File: src/rtl/timer_multi.sv
// timer_multi: NCH independent WIDTH-bit down-counting timers on the 8-bit 6502 bus.
// Each channel has a reload register, one-shot/periodic mode, an 8-bit prescaler,
// a sticky expiry flag (write 1 to clear) and an interrupt enable. The shared irq
// is the registered OR of flag & ie over all channels.
// Optional build macro TIMER_READ_LATCH_EN: a read of CNT byte 0 snapshots the
// whole counter so that bytes 1-3 read back consistently (tear-free).

// One timer channel: reload, prescaler, counter, flag and control bits.
module timer_multi_ch #(
  parameter int WIDTH = 16
) (
  input  logic             clk,
  input  logic             rst,
  input  logic             wr,       // write strobe already decoded to this channel
  input  logic [2:0]       rsel,
  input  logic [7:0]       dbw,
  input  logic             snap,     // CNT byte 0 read: capture counter
  output logic [WIDTH-1:0] cnt,
  output logic [WIDTH-1:0] cnt_hi,   // source for CNT bytes 1-3
  output logic             active,
  output logic             periodic,
  output logic             ie,
  output logic             flag,
  output logic [7:0]       pre,
  output logic             irq_nxt
);
  localparam int NB = WIDTH / 8;

  logic [WIDTH-1:0] reload;
  logic [7:0]       pcnt;
  logic             ctrl_wr, load, tick, expire, clr;
  logic             active_nxt, ie_nxt, flag_nxt;

  // Decode writes, tick and expiry; next-state of control bits and flag.
  always_comb begin
    ctrl_wr    = wr && (rsel == 3'd4);
    // Load on an inactive->active transition or an explicit load bit.
    load       = ctrl_wr && ((dbw[0] && !active) || dbw[3]);
    tick       = active && (pcnt == 8'd0);
    // A load overrides this cycle's tick, so it cannot expire.
    expire     = tick && (cnt == '0) && !load;
    clr        = wr && (rsel == 3'd5) && dbw[7];
    // Set beats a same-cycle W1C clear.
    flag_nxt   = expire || (flag && !clr);
    ie_nxt     = ctrl_wr ? dbw[2] : ie;
    active_nxt = active;
    if (ctrl_wr)
      active_nxt = dbw[0];
    else if (expire && !periodic)
      active_nxt = 1'b0;
    irq_nxt    = flag_nxt && ie_nxt;
  end

  // Counter and prescale count: load has priority, then tick, then prescale.
  always_ff @(posedge clk or negedge rst) begin
    if (!rst) begin
      cnt  <= '0;
      pcnt <= 8'd0;
    end else if (load) begin
      cnt  <= reload;
      pcnt <= pre;
    end else if (tick) begin
      pcnt <= pre;
      if (cnt != '0)
        cnt <= cnt - WIDTH'(1);
      else if (periodic)
        cnt <= reload;
    end else if (active) begin
      pcnt <= pcnt - 8'd1;
    end
  end

  // Bus-written configuration: control bits, prescale value, reload bytes.
  always_ff @(posedge clk or negedge rst) begin
    if (!rst) begin
      active   <= 1'b0;
      periodic <= 1'b0;
      ie       <= 1'b0;
      pre      <= 8'd0;
      reload   <= '0;
    end else begin
      active <= active_nxt;
      ie     <= ie_nxt;
      if (ctrl_wr)
        periodic <= dbw[1];
      if (wr && (rsel == 3'd6))
        pre <= dbw;
      // Reload bytes beyond WIDTH simply have no storage.
      for (int n = 0; n < NB; n++)
        if (wr && (int'(rsel) == n))
          reload[8*n +: 8] <= dbw;
    end
  end

  // Sticky expiry flag.
  always_ff @(posedge clk or negedge rst) begin
    if (!rst)
      flag <= 1'b0;
    else
      flag <= flag_nxt;
  end

`ifdef TIMER_READ_LATCH_EN
  logic [WIDTH-1:0] latch;

  // Snapshot of the counter taken when byte 0 is read.
  always_ff @(posedge clk or negedge rst) begin
    if (!rst)
      latch <= '0;
    else if (snap)
      latch <= cnt;
  end

  assign cnt_hi = latch;
`else
  logic unused_snap;
  assign unused_snap = snap;
  assign cnt_hi      = cnt;
`endif

endmodule

// Top: address decode, channel array, registered read mux and irq.
module timer_multi #(
  parameter int NCH   = 2,
  parameter int WIDTH = 16,
  parameter int AW    = ((3 + $clog2(NCH)) < 4) ? 4 : (3 + $clog2(NCH))
) (
  input  logic          clk,
  input  logic          rst,
  output logic [7:0]    dbr,
  input  logic [7:0]    dbw,
  input  logic [AW-1:0] addr,
  input  logic          we,
  input  logic          re,
  output logic          irq
);
  logic [2:0]    rsel;
  logic [AW-4:0] csel;

  assign rsel = addr[2:0];
  assign csel = addr[AW-1:3];

  logic [NCH-1:0][WIDTH-1:0] cnt_a, hi_a;
  logic [NCH-1:0][7:0]       pre_a;
  logic [NCH-1:0]            act_a, per_a, ie_a, flag_a, irqn_a, wr_a, snap_a;

  for (genvar i = 0; i < NCH; i++) begin : g_ch
    // Channel select; channels at or above NCH never match.
    assign wr_a[i]   = we && (int'(csel) == i);
    assign snap_a[i] = re && (int'(csel) == i) && (rsel == 3'd0);

    timer_multi_ch #(.WIDTH(WIDTH)) u_ch (
      .clk      (clk),
      .rst      (rst),
      .wr       (wr_a[i]),
      .rsel     (rsel),
      .dbw      (dbw),
      .snap     (snap_a[i]),
      .cnt      (cnt_a[i]),
      .cnt_hi   (hi_a[i]),
      .active   (act_a[i]),
      .periodic (per_a[i]),
      .ie       (ie_a[i]),
      .flag     (flag_a[i]),
      .pre      (pre_a[i]),
      .irq_nxt  (irqn_a[i])
    );
  end

  logic [7:0]  rd_val;
  logic [31:0] byte_src;

  // Read mux; unmapped channels, bytes and reserved bits return 0.
  always_comb begin
    rd_val   = 8'h00;
    byte_src = 32'd0;
    for (int i = 0; i < NCH; i++) begin
      if (int'(csel) == i) begin
        // Byte 0 is always live; higher bytes may come from the snapshot.
        byte_src = (rsel == 3'd0) ? 32'(cnt_a[i]) : 32'(hi_a[i]);
        case (rsel)
          3'd0, 3'd1, 3'd2, 3'd3: rd_val = byte_src[{rsel[1:0], 3'b000} +: 8];
          3'd4:    rd_val = {5'b0, ie_a[i], per_a[i], act_a[i]};
          3'd5:    rd_val = {flag_a[i], 7'b0};
          3'd6:    rd_val = pre_a[i];
          default: rd_val = 8'h00;
        endcase
      end
    end
  end

  // Registered read data (held during writes) and shared level interrupt.
  always_ff @(posedge clk or negedge rst) begin
    if (!rst) begin
      dbr <= 8'h00;
      irq <= 1'b0;
    end else begin
      irq <= |irqn_a;
      if (!we)
        dbr <= rd_val;
    end
  end

endmodule

File: config.mk
export PLATFORM = sky130hd
export DESIGN_NAME = timer_multi
export DESIGN_NICKNAME = d
export VERILOG_FILES = /design/src/rtl/timer_multi.sv
export SDC_FILE = /design/constraint.sdc
export NUM_CORES = 1
export LEC_CHECK = 0
export BUFFER_PORTS_ARGS = -buffer_cell sky130_fd_sc_hd__buf_2
export CORE_MARGIN = 4
export CORE_UTILIZATION = 52
export CTS_CLUSTER_SIZE = 12
export DETAILED_ROUTE_END_ITERATION = 8
export GPL_TIMING_DRIVEN = 0
export PLACE_DENSITY = 0.69
export SETUP_SLACK_MARGIN = 0.2
export SLEW_MARGIN = 0
export SYNTH_ARGS = -nofsm -noshare
export SYNTH_HDL_FRONTEND = slang
export SYNTH_HIERARCHICAL = 1
export SYNTH_SLANG_ARGS = --single-unit
File: constraint.sdc
create_clock -name clk -period 6.35 [get_ports clk]
set_clock_uncertainty 0.1 [all_clocks]
set_input_delay 0.635 -clock clk [delete_from_list [all_inputs] [get_ports clk]]
set_output_delay 0.635 -clock clk [all_outputs]
set_load 0.02 [all_outputs]
## After elaboration in Yosys (flattened, before gate mapping)

Cells that the tools add are included.

| storage, ports and cells | value |
|---|---|
| register bits after elaboration | 113 |
| latch bits | 0 |
| RAM bits | 0 |
| bits in read-only memories | 0 |
| bits of input ports | 16 |
| output and inout port bits | 9 |
| logic and storage cells | 119 |
| memories kept | 0 |

| cells by class | value |
|---|---|
| add/sub/neg operators | 4 |
| $mul | 0 |
| divide/modulo/power cells | 0 |
| $lt $le $gt $ge | 0 |
| equal/unequal tests | 7 |
| shifts and indexed selects | 2 |
| mux-type cells | 23 |
| bitwise logic cells | 1 |
| reduce and logical (&&, ||, !) cells | 62 |

Operators by type and width:

| cell | number |
|---|---|
| 16-bit two-way mux | 8 |
| 8-bit one-hot mux with 4 select lines | 2 |
| 32-bit by 6-bit indexed part select with 8-bit output | 2 |
| 8-bit two-way mux | 7 |
| 16-bit zero test | 2 |
| 16-bit nonzero test | 2 |
| 16-bit by 1-bit subtractor with 16-bit output, second input constant | 2 |
| 1-bit logical AND | 30 |
| 8-bit zero test | 2 |
| 8-bit by 1-bit subtractor with 8-bit output, second input constant | 2 |
| 3-bit nonzero test | 4 |
| 3-bit by 2-bit == test with 1-bit output, second input constant | 3 |
| 3-bit == test, second input constant | 3 |
| 1-bit zero test | 8 |
| 2-bit nonzero test | 4 |
| 3-bit zero test | 2 |
| 1-bit two-way mux | 6 |
| 1-bit logical OR | 4 |
| 2-bit AND reduction | 2 |
| 4-bit OR reduction | 1 |
| 3-bit by 1-bit == test with 1-bit output, second input constant | 1 |
| 2-bit OR reduction | 1 |
| 1-bit inverter | 1 |

## Logic depth before layout (Yosys ltp)

Gate-level depths: netlist of run 1.

| depth | value |
|---|---|
| depth after elaboration | 9 |
| mapped depth | 12 |

## Cells and area by module

The synthesis of run 1 kept the hierarchy.

Modules (own cells, without submodules):

| module | times used | cells an instance | area an instance (µm²) | seq. area each (µm²) |
|---|---|---|---|---|
| timer_multi_ch | 2 | 280 | 2929.1 | 1301.2 |
| timer_multi | 1 | 117 | 958.4 | 225.2 |

## Least setup slack after synthesis of run 1

OpenSTA, ideal clock, no wires.

| timing path | value |
|---|---|
| path type | input -> register |
| start | input addr[3] |
| end | register irq |
| arrival | 2.988 ns |
| required time | 6.123 ns |
| slack | 3.134 ns |
| stages | 11 |
| cells stage by stage | buf_2 -> buf_2 -> buf_2 -> and2_1 -> and4bb_2 -> o21a_1 -> clkbuf_1 -> clkbuf_1 -> o21ai_0 -> and2_1 -> or2_2 |

| between the ends | value |
|---|---|
| elaborated cells between the ends (all ways) | 26 |

RTL lines:

| element | line | RTL |
|---|---|---|
| start: declaration | 133 | `input logic [AW-1:0] addr,` |
| 1-bit logical AND (*) | 150 | `assign wr_a[i] = we && (int'(csel) == i);` |
| net wr_a[1] | 146 | `logic [NCH-1:0] act_a, per_a, ie_a, flag_a, irqn_a, wr_a, snap_a;` |
| 1-bit logical AND, on equally long branches | 36, 42 |  |
| 1-bit logical AND, on equally long branches | 38, 42 |  |
| 1-bit zero test, on equally long branches | 41, 44 |  |
| 1-bit logical AND, on equally long branches | 41, 44 |  |
| 1-bit logical OR (*) | 44 | `flag_nxt = expire \|\| (flag && !clr);` |
| net g_ch[1].u_ch.flag_nxt | 32 | `logic active_nxt, ie_nxt, flag_nxt;` |
| 1-bit logical AND (*) | 51 | `irq_nxt = flag_nxt && ie_nxt;` |
| net irqn_a[1] | 146 |  |
| 2-bit OR reduction (*) | 199 | `irq <= \|irqn_a;` |
| end signal: assignment | 199 |  |
| end: declaration | 136 | `output logic irq` |

The timed path passes the listed nets; every way through them passes the cells marked *.
A chain may end at the register's enable or synchronous reset.

## Final worst setup path of run 1

| timing path | value |
|---|---|
| start | input we |
| end | register irq |

| between the ends | value |
|---|---|
| word-level cells in the longest chain between the ends | 8 |
| elaborated cells between the ends (all ways) | 25 |

RTL lines:

| element | line | RTL |
|---|---|---|
| start: declaration | 134 | `input logic we,` |
| 1-bit logical AND (*) | 150 |  |
| net wr_a[0] | 146 |  |
| 1-bit logical AND, on equally long branches | 36, 42 |  |
| 1-bit logical AND, on equally long branches | 38, 42 |  |
| 1-bit zero test, on equally long branches | 41, 44 |  |
| 1-bit logical AND, on equally long branches | 41, 44 |  |
| 1-bit logical OR (*) | 44 |  |
| net g_ch[0].u_ch.flag_nxt | 32 |  |
| 1-bit logical AND (*) | 51 |  |
| net irqn_a[0] | 146 |  |
| 2-bit OR reduction (*) | 199 |  |

Marked as above.

==> results.md, run 1 <==
| Metric | This run | Unit |
|:---|:---|:---|
| Number of max-capacitance violations reported | 0 | - |
| Estimated wirelength of the detail-placed design | 13,800 | um |
| Via count of the routed design | 5,615 | - |
| Total standard cell area after synthesis | 6680 | um2 |
| Hold slack | 0.396 | ns |
| Kind of end point of the critical path | flip-flop | - |
| Total negative slack for setup checks | 0 | ns |
| Number of rows in the core area | 41 | - |
| Top-Level Pins | 25 | - |
| Placer congestion estimate | 0.972 | - |
| Hold Fails Final Rpt | 0 | - |
| Total wire length | 19,500 | um |
| Required time at the endpoint of the critical path | 6.55 | ns |
| Met2 wire length | 8740 | um |
| H-tree depth reported by CTS | 4 | - |
| Kind of critical path | in -> reg | - |
| Post-Synthesis Net Count | 682 | - |
| Path class of the lowest-slack min-delay path | reg -> reg | - |
| Antenna diode count | 0 | - |
| Remaining Overflow, GRT | 0 | - |
| Syn Area/Cell | 10.1 | um2 |
| Final Critical Period | 3.57 | ns |
| Wire length on met1 | 8960 | um |
| Number of detailed-routing iterations run before antenna repair | 5 | - |
| Ratio of final minimum period to clock period | 0.562 | - |
| Number of routed nets with antenna violations | 0 | - |
| Top routing layer used | met4 | - |
| GRT Resource Usage Total | 0.278 | - |
| Met3 wire length | 1250 | um |
| Power density over the cells | 371 | nW/um2 |
| Buffers added on ports | 22 | - |
| Crit path launch type | input port | - |
| Share of cells above drive strength 1 | 0.232 | - |
| DRC violation total after the first TritonRoute iteration | 559 | - |
| Core box area | 12,600 | um2 |
| Area growth, synth to finish | 13.2 | % |
| Die W | 121 | um |
| Largest net degree at the start of global routing | 83 | - |
| Post-route cell area | 7560 | um2 |
| Slew Limit Fails | 0 | - |
| Cell chosen for the clock root | clkbuf_16 | - |
| Final Net Count | 725 | - |
| Largest fanout on the critical path | 10 | - |
| Post-detailed-route wirelength per cell | 22.1 | um |
| Yosys warning count | 6 | - |
| Quantity of gates resized following cts | 0 | - |
| Full die area | 14,700 | um2 |
| Outcome | complete, no violations | - |
| Non-filler cells in the finished layout | 883 | - |
| Global-route wire length before repair | 31,100 | um |
| Unrepaired setup endpoints after global routing | no | - |
| Worst endpoint data arrival time | 3.77 | ns |
| Clock tree from TritonCTS | done | - |
| # setup viols final | 0 | - |
| Max Clock Freq | 280 | MHz |
| Instance area at placement | 7040 | um2 |
| Start of the worst register-to-register path | g_ch[1].u_ch/cnt[1] | - |
| Critical Path Start | we | - |
| Number of global-route vias before repair | 5,532 | - |
| Clock Path Buffers | 2 | - |
| Leakage dissipation | 3.24 | nW |
| Antenna violations before repair | 0 | - |
| Clock latency on the worst-skew pair | 0.43 | ns |
| Transition time of the tightest slew-check pin | 1.14 | ns |
| Effective utilization at floorplan | 0.529 | - |
| Number of cells after detailed placement | 853 | - |
| Floorplan die height | 121 | um |
| Worst min-delay path startpoint | dbr[6] | - |
| Max IR drop VDD | 0.000209 | V |
| Total clock buffers created by CTS | 17 | - |
| Synthesized instance count | 658 | - |
| TritonCTS Sinks | 113 | - |
| Worst slew margin relative to its limit | 0.241 | - |
| Residual DRC count | 0 | - |
| Post-DR vias/cell | 6.36 | - |
| Worst-path clk slew | 0.06 | ns |
[what timing repair did]
item / CTS / global route
setup endpoints to repair: 0 / 0
hold buffers: 1 / 0
buffers inserted: 0 / 0
endpoints found under the hold margin: 3 / 0
[through the flow]
| stage | utilization | setup slack, ns | total power [W] |
|---|---|---|---|
| after floorplan | - | 3.15 | 0.00168 |
| after global placement | 0.555 | 2.42 | 0.00194 |
| after detailed placement | 0.558 | 2.43 | 0.00196 |
| after CTS | 0.599 | 2.84 | 0.00280 |
| after global routing | 0.599 | 2.63 | 0.00296 |
| final | 0.599 | 2.78 | 0.00281 |
[worst paths after layout]
kind | depth (start not counted) | slack [ns] | endpoint
worst min-delay path | 2 | 0.40 | dbr[6]
min in group asynchronous | 2 | 0.58 | g_ch[1].u_ch/pcnt[3]
max in group asynchronous | 3 | 4.85 | g_ch[0].u_ch/pre[5]
worst max-delay path | 10 | 2.78 | irq
worst max register to register | 8 | 3.33 | g_ch[1].u_ch/cnt[6]
worst min register to register | 2 | 0.40 | dbr[6]
[routing by layer]
| metal | vias to the layer above | track usage |
|---|---|---|
| met1 | 2787 | 0.401 |
| met3 | 37 | 0.0662 |
| li1 | 2579 | - |
| met2 | 212 | 0.410 |
| met4 | 0 | 0.0952 |
| met5 | - | 0 |
[critical path, stage by stage]
cell      delay [ns]
buf_2           0.15
clkbuf_1        0.39
nor2b_1         0.40
and4bb_2        0.38
o21a_1          0.24
clkbuf_1        0.38
clkbuf_1        0.50
o21ai_0         0.22
and2_1          0.18
or2_2           0.29
[cell type report]
class	instances	area, um2
timing repair buffer	24	154
clock buffer	21	470
clock inverter	8	40.0
multi-input combinational	474	3480
tap	172	215
sequential	113	2830
fill	1117	5060
inverter	25	93.8
buffer	46	275
[state kept, by name, summed over array words and instances, names as in the netlist]
signal / flops
g_ch.u_ch/cnt: 32
g_ch.u_ch/reload: 32
g_ch.u_ch/pcnt: 16
g_ch.u_ch/pre: 16
dbr: 8
g_ch.u_ch/active: 2
g_ch.u_ch/flag: 2
g_ch.u_ch/ie: 2
g_ch.u_ch/periodic: 2
irq: 1
[power by group]
part           total [W]  switching (W)  leakage (nW)  internal [W]
clock network   0.000836       0.000322         0.264      0.000514
logic           0.000768       0.000393          1.59      0.000375
registers        0.00120       0.000268          1.39      0.000935
[placed cells by master (no fill, tap or decap), types with 11 or more instances in the layout]
cell,count
a211oi_1,17
a21oi_1,26
a22oi_1,11
a2bb2oi_1,14
buf_2,31
buf_4,18
clkbuf_1,14
clkbuf_16,17
dfrtp_1,113
inv_1,24
mux2_2,52
mux2i_1,26
nand2_1,38
nand3_1,13
nor2_1,23
nor3_1,28
o21ai_0,41
o31ai_1,16
or3_1,15
No activity file was read; power rests on OpenSTA's default activity.
==> run 2, diff against run 1 <==
--- a/config.mk
+++ b/config.mk
@@ -11,7 +11,7 @@
 export CTS_CLUSTER_SIZE = 12
 export DETAILED_ROUTE_END_ITERATION = 8
 export GPL_TIMING_DRIVEN = 0
-export PLACE_DENSITY = 0.69
+export PLACE_DENSITY = 0.71
 export SETUP_SLACK_MARGIN = 0.2
 export SLEW_MARGIN = 0
 export SYNTH_ARGS = -nofsm -noshare
==> constraint.sdc (replaced) <==
create_clock -name clk -period 3.05 [get_ports clk]
set_clock_uncertainty 0.1 [all_clocks]
set_input_delay 0.305 -clock clk [delete_from_list [all_inputs] [get_ports clk]]
set_output_delay 0.305 -clock clk [all_outputs]
set_load 0.02 [all_outputs]
==> run 2 against run 1 <==
- wire length grew 1.0%
- cell count rose by 0.57%
- non-clock buffer count up 4
- worst setup slack lost 2.5 ns
- combinational power grew 110%
- power up 110%
- critical endpoint is now g_ch[1].u_ch/cnt[7]
- count of clock-buffer cells in the layout is 2 higher
- register-to-register slack worse by 3.0 ns
- first-iteration DRC count increased by 25%
- clock power up 120%
- global-route usage shrank 0.39 points
==> results.md, run 2 (synthesis results as in run 1) <==
| Metric | This run | Unit |
|:---|:---|:---|
| Ratio of final minimum period to clock period | 0.910 | - |
| Top library cells by usage in the layout, fill and taps aside | dfrtp_1, mux2_2, o21ai_0 | - |
| Slew Limit Fails | 0 | - |
| Power density over the cells | 775 | nW/um2 |
| Post-DR vias/cell | 6.43 | - |
| Number of global-route vias before repair | 5,555 | - |
| Dpl ws | -0.467 | ns |
| Share of total power in combinational logic | 0.273 | - |
| Max Clock Freq | 360 | MHz |
| Largest fanout on the critical path | 10 | - |
| Crit path launch type | input port | - |
| Buffers added on ports | 22 | - |
| Worst-path clk slew | 0.05 | ns |
| Floorplan die height | 121 | um |
| Global-route wire length before repair | 30,700 | um |
| Share of total power in sequential cells | 0.422 | - |
| Required time at the endpoint of the critical path | 3.28 | ns |
| Residual DRC count | 0 | - |
| Hold Fails Final Rpt | 0 | - |
| Switching pwr | 0.00205 | W |
| Transition time of the tightest slew-check pin | 1.17 | ns |
| # setup viols final | 0 | - |
| Largest net degree at the start of global routing | 72 | - |
| Share of cells above drive strength 1 | 0.258 | - |
| Kind of critical path | in -> reg | - |
| Unrepaired setup endpoints after global routing | yes | - |
| Area growth, synth to finish | 14.9 | % |
| Via count of the routed design | 5,714 | - |
| Core box area | 12,600 | um2 |
| Effective utilization at floorplan | 0.529 | - |
| Top flop regs | g_ch.u_ch/cnt x32, g_ch.u_ch/reload x32 | - |
| Total negative slack for setup checks | 0 | ns |
| Internal Pwr Total | 0.00389 | W |
| Clock Path Buffers | 2 | - |
| Most frequent standard cell in the layout excluding fill and tap cells | dfrtp_1 | - |
| Number of max-capacitance violations reported | 0 | - |
| Cell chosen for the clock root | clkbuf_16 | - |
| Kind of end point of the critical path | flip-flop | - |
| Worst slew margin relative to its limit | 0.218 | - |
| DRC violation total after the first TritonRoute iteration | 696 | - |
| Total wire length | 19,700 | um |
| Post-detailed-route wirelength per cell | 22.2 | um |
| Clock share of power | 0.305 | - |
| Placer congestion estimate | 0.937 | - |
| Antenna diode count | 0 | - |
| Final Net Count | 729 | - |
| Die W | 121 | um |
| H-tree depth reported by CTS | 4 | - |
| Number of detailed-routing iterations run before antenna repair | 6 | - |
| Final Critical Period | 2.78 | ns |
| Max IR drop VDD | 0.000422 | V |
| Net Sw Frac | 0.346 | - |
| Path class of the lowest-slack min-delay path | in -> reg | - |
| Top-Level Pins | 25 | - |
| Worst endpoint data arrival time | 3.01 | ns |
| Number of routed nets with antenna violations | 0 | - |
| Remaining Overflow, GRT | 0 | - |
| Clock tree from TritonCTS | done | - |
| Estimated wirelength of the detail-placed design | 13,600 | um |
| Total clock buffers created by CTS | 17 | - |
| Least setup slack across all paths after layout | 0.274 | ns |
| Number of cells after detailed placement | 853 | - |
| Non-filler cells in the finished layout | 888 | - |
| Number of rows in the core area | 41 | - |
| Outcome | complete, no violations | - |
| Clock latency on the worst-skew pair | 0.42 | ns |
| GRT Resource Usage Total | 0.274 | - |
| Antenna violations before repair | 0 | - |
| Leakage dissipation | 3.32 | nW |
| TritonCTS Sinks | 113 | - |
| Full die area | 14,700 | um2 |
==> run 2: cell type report <==
cell class | count | area [um2]
clock buffers | 23 | 478
inverters | 25 | 93.8
flip-flops and latches | 113 | 2830
plain buffers | 46 | 297
fillers | 1096 | 4950
well taps | 172 | 215
multi-input cells | 474 | 3520
clock inverters | 7 | 60.1
repair buffers | 28 | 180
==> run 2: critical path: stages <==
cell       delay [ns]
buf_2            0.20
clkbuf_4         0.26
clkbuf_4         0.23
and2_1           0.22
and4bb_2         0.33
o21a_2           0.22
clkbuf_4         0.23
nor2_1           0.07
buf_2            0.19
buf_2            0.24
a211oi_1         0.31
a2bb2oi_1        0.20
==> run 2: metrics by stage <==
step	total power [W]	cell area, um2	utilization	hold slack [ns]
finish	0.00594	7670	0.608	0.184
detailed placement	0.00408	7030	0.557	0.235
global placement	0.00401	7000	0.555	0.377
global route	0.00627	7670	0.608	0.206
CTS	0.00593	7630	0.604	0.153
floorplan	0.00351	6680	-	-0.0906
==> run 2: routing by layer <==
layer  vias up  share of wire  track usage
li1       2575              -            -
met1      2817           0.45        0.385
met2       288           0.45        0.407
met3        34          0.080       0.0653
met4         0          0.019        0.111
met5         -              0            0
==> run 2: power by group through the flow <==
stage	logic (W)	registers, W	clock network (W)
floorplan	0.00119	0.00231	0
global placement	0.00153	0.00249	0
detailed placement	0.00157	0.00250	0
CTS	0.00160	0.00249	0.00184
global route	0.00180	0.00256	0.00191
finish	0.00163	0.00251	0.00181
==> run 2: what timing repair did <==
item | 4_1_cts | 5_1_grt
buffers inserted | 3 | 1
resized for setup | 10 | 16
hold endpoints to repair | 42 | 0
endpoints found under the setup margin | 36 | 37
hold buffers | 1 | 0
pin swaps | 1 | 2
==> run 2: worst paths after layout <==
| check | start | endpoint | slack, ns | cells after the start |
|---|---|---|---|---|
| setup / recovery | addr[3] | g_ch[1].u_ch/cnt[7] | 0.27 | 12 |
| hold / removal | we | dbr[7] | 0.18 | 3 |
| setup reg to reg | g_ch[1].u_ch/cnt[1] | g_ch[1].u_ch/cnt[10] | 0.31 | 9 |
| hold reg to reg | dbr[3] | dbr[3] | 0.40 | 2 |
| max in group asynchronous | rst | g_ch[0].u_ch/cnt[5] | 1.76 | 3 |
| min in group asynchronous | rst | g_ch[1].u_ch/pcnt[2] | 0.33 | 2 |
==> run 3, diff against run 2 <==
--- a/config.mk
+++ b/config.mk
@@ -11,10 +11,9 @@
 export CTS_CLUSTER_SIZE = 12
 export DETAILED_ROUTE_END_ITERATION = 8
 export GPL_TIMING_DRIVEN = 0
-export PLACE_DENSITY = 0.71
+export PLACE_DENSITY = 0.72
 export SETUP_SLACK_MARGIN = 0.2
 export SLEW_MARGIN = 0
 export SYNTH_ARGS = -nofsm -noshare
 export SYNTH_HDL_FRONTEND = slang
-export SYNTH_HIERARCHICAL = 1
 export SYNTH_SLANG_ARGS = --single-unit
==> run 3 against run 2 <==
- sequential power shrank 12%
- cell count shrank 10%
- synthesized cell count down 8.7%
- power is 7.6% lower
- synthesized area is 7.3% lower
- clock power up 13%
- combinational power shrank 25%
- via count down 9.3%
- sequential share of layout area increased by 2.8 points
- first-iteration DRC count is 13% lower
- global-route usage is 0.85 points lower
- critical path type is now reg -> reg
==> results.md, run 3 <==
| Metric | This run | Unit |
|:---|:---|:---|
| Leakage dissipation | 3.04 | nW |
| Residual DRC count | 0 | - |
| Synthesized instance count | 601 | - |
| Distinct cells, synth | 65 | - |
| Ratio of final minimum period to clock period | 0.856 | - |
| Global-route wire length before repair | 27,600 | um |
| Antenna diode count | 0 | - |
| Library cell occupying the most area in the post-synthesis netlist | dfrtp_1 | - |
| Instance area at placement | 6500 | um2 |
| Kind of critical path | reg -> reg | - |
| Post-route cell area | 7140 | um2 |
| Most frequent standard cell in the layout excluding fill and tap cells | dfrtp_1 | - |
| Crit path launch type | flip-flop | - |
| Worst endpoint data arrival time | 2.81 | ns |
| H-tree depth reported by CTS | 4 | - |
| Most frequent cells after synthesis | dfrtp_1, mux2_2, nand2_1 | - |
| Path class of the lowest-slack min-delay path | in -> reg | - |
| Number of rows in the core area | 39 | - |
| Total wire length | 17,100 | um |
| Kind of end point of the critical path | flip-flop | - |
| Switching pwr | 0.00172 | W |
| Effective utilization at floorplan | 0.537 | - |
| Top library cells by usage in the layout, fill and taps aside | dfrtp_1, mux2_2, nand2_1 | - |
| Buffers added on ports | 20 | - |
| Core box area | 11,500 | um2 |
| TritonCTS Sinks | 113 | - |
| Largest fanout on the critical path | 8 | - |
| Via count of the routed design | 5,180 | - |
| Clock share of power | 0.371 | - |
| CP delay by family, top | simple AND/OR/NAND/NOR gates | - |
| Worst slew margin relative to its limit | 0.239 | - |
| Number of routed nets with antenna violations | 0 | - |
| Post-Synthesis Net Count | 625 | - |
| Clock tree from TritonCTS | done | - |
| Cells taking the most area after synthesis | dfrtp_1, mux2_2, mux2i_1, o21ai_0, nand2_1 | - |
| Area growth, synth to finish | 15.4 | % |
| Number of global-route vias before repair | 5,221 | - |
| Transition time of the tightest slew-check pin | 1.13 | ns |
| Number of detailed-routing iterations run before antenna repair | 5 | - |
| Unrepaired setup endpoints after global routing | no | - |
| Total clock buffers created by CTS | 17 | - |
| Crit-path max cell delay | 0.50 | ns |
| Hold Fails Final Rpt | 0 | - |
| # setup viols final | 0 | - |
| Cell chosen for the clock root | clkbuf_16 | - |
| Fraction of the yosys area taken by sequential cells | 0.457 | - |
| Total negative slack for setup checks | 0 | ns |
| Synth Register Bits | 113 | - |
| Max Clock Freq | 383 | MHz |
| Total standard cell area after synthesis | 6190 | um2 |
| Post-DR vias/cell | 6.48 | - |
| Post-detailed-route wirelength per cell | 21.4 | um |
| Crit path buf inv count | 2 | - |
| Placer congestion estimate | 0.917 | - |
| Worst-path clk slew | 0.05 | ns |
| Cells along the critical path | inv_1 -> ha_1 -> or3b_2 -> nor4_4 -> buf_4 -> a21oi_2 -> mux2_4 -> o22a_1 | - |
| Remaining Overflow, GRT | 0 | - |
| Share of total power in combinational logic | 0.225 | - |
| Standard cell with the maximum stage delay on the critical path | or3b_2 | - |
| Top-Level Pins | 25 | - |
| Clock Path Buffers | 2 | - |
| Syn Area/Cell | 10.3 | um2 |
| Share of total power in sequential cells | 0.405 | - |
| Final Net Count | 668 | - |
| Full die area | 13,700 | um2 |
| Top FF cell, synth | dfrtp_1 | - |
| Outcome | complete, no violations | - |
| Yosys warning count | 0 | - |
| Synth top area share | 0.457 | - |
| Cell with the most instances after synthesis | dfrtp_1 | - |
| Net Sw Frac | 0.313 | - |
| Number of max-capacitance violations reported | 0 | - |
| GRT Resource Usage Total | 0.266 | - |
| Clock latency on the worst-skew pair | 0.42 | ns |
| Floorplan die height | 117 | um |
| Slew Limit Fails | 0 | - |
| Asr flop ratio synth | 1.00 | - |
| Power density over the cells | 769 | nW/um2 |
| DRC violation total after the first TritonRoute iteration | 609 | - |
| Required time at the endpoint of the critical path | 3.25 | ns |
| Count of flip-flops with a built-in enable after synthesis | 0 | - |
| Antenna violations before repair | 0 | - |
| Internal Pwr Total | 0.00377 | W |
| Max IR drop VDD | 0.000544 | V |
| Final Critical Period | 2.61 | ns |
| Estimated wirelength of the detail-placed design | 11,900 | um |
| Largest net degree at the start of global routing | 72 | - |
| Share of cells above drive strength 1 | 0.213 | - |
| Die W | 117 | um |
| Top flop regs | g_ch.u_ch.cnt x32, g_ch.u_ch.reload x32 | - |
[run 3: cell count changes in the layout (fill, tap and decap cells not counted), moves of 14 or more]
cell	change
o2bb2ai_1	+17
buf_4	-15
o31ai_1	-15
a211oi_1	-14
a2bb2oi_1	-14
nor2_1	+14
[run 3: per-layer routing]
metal  track usage  vias to the layer above  wire length, um
li1              -                     2337                -
met1         0.351                     2593             7300
met2         0.428                      202             8250
met3        0.0668                       48             1000
met4        0.0933                        0              509
met5             0                        -                0
[run 3: final timing paths]
kind                                      from                     to  slack [ns]  depth (start not counted)
setup / recovery           g_ch[0].u_ch.cnt[0]    g_ch[0].u_ch.cnt[6]        0.44                          8
hold / removal                          dbw[0]    g_ch[0].u_ch.pre[0]        0.14                          2
setup reg to reg           g_ch[0].u_ch.cnt[0]    g_ch[0].u_ch.cnt[6]        0.44                          8
hold reg to reg                         dbr[0]                 dbr[0]        0.37                          2
max in group asynchronous                  rst  g_ch[1].u_ch.periodic        1.79                          3
min in group asynchronous                  rst    g_ch[0].u_ch.cnt[2]        0.33                          2
[run 3: what timing repair did]
action                                  in CTS  in global routing
endpoints found under the setup margin       7                 18
gates resized for setup                      0                  4
hold buffers                                 1                  0
endpoints found under the hold margin       42                  0
gates cloned                                 0                  0
setup buffers                                2                  0
pin swaps                                    1                  0
[run 3: power groups by stage]
stage               registers (W)  clock network [W]  logic [W]
floorplan                 0.00215                  0   0.000892
finish                    0.00222            0.00204    0.00123
global route              0.00228            0.00212    0.00139
global placement          0.00221                  0    0.00115
detailed placement        0.00223                  0    0.00121
CTS                       0.00221            0.00205    0.00123
[run 3: per-stage QoR]
step	worst slack (ns)	hold WS [ns]	util	std cells	total power, W
after floorplan	0.517	-0.0906	-	601	0.00304
after global placement	0.165	0.355	0.562	764	0.00336
after detailed placement	0.120	0.237	0.564	765	0.00345
after CTS	0.207	0.141	0.619	799	0.00549
after global routing	0.306	0.165	0.620	799	0.00578
final	0.441	0.140	0.620	799	0.00549
[run 3: cells by family (layout without fill, tap and decap cells)]
| logic type | count (synthesis) | in the layout | share of synthesized area |
|---|---|---|---|
| simple gates | 179 | 179 | 0.154 |
| fa+ha+maj | 8 | 8 | 0.0162 |
| compound gates | 146 | 146 | 0.163 |
| flops | 113 | 113 | 0.457 |
| buf+inv | 55 | 110 | 0.0394 |
| xor+xnor | 14 | 14 | 0.0198 |
| mux | 86 | 86 | 0.151 |
[run 3: area by class of cell]
class / count / area (um2)
Buffer: 37 / 178
Sequential cell: 113 / 2830
Clock inverter: 10 / 134
Multi-Input combinational cell: 433 / 3130
Fill cell: 967 / 4380
Timing Repair Buffer: 24 / 155
Clock buffer: 21 / 470
Tap cell: 143 / 179
Inverter: 18 / 67.6
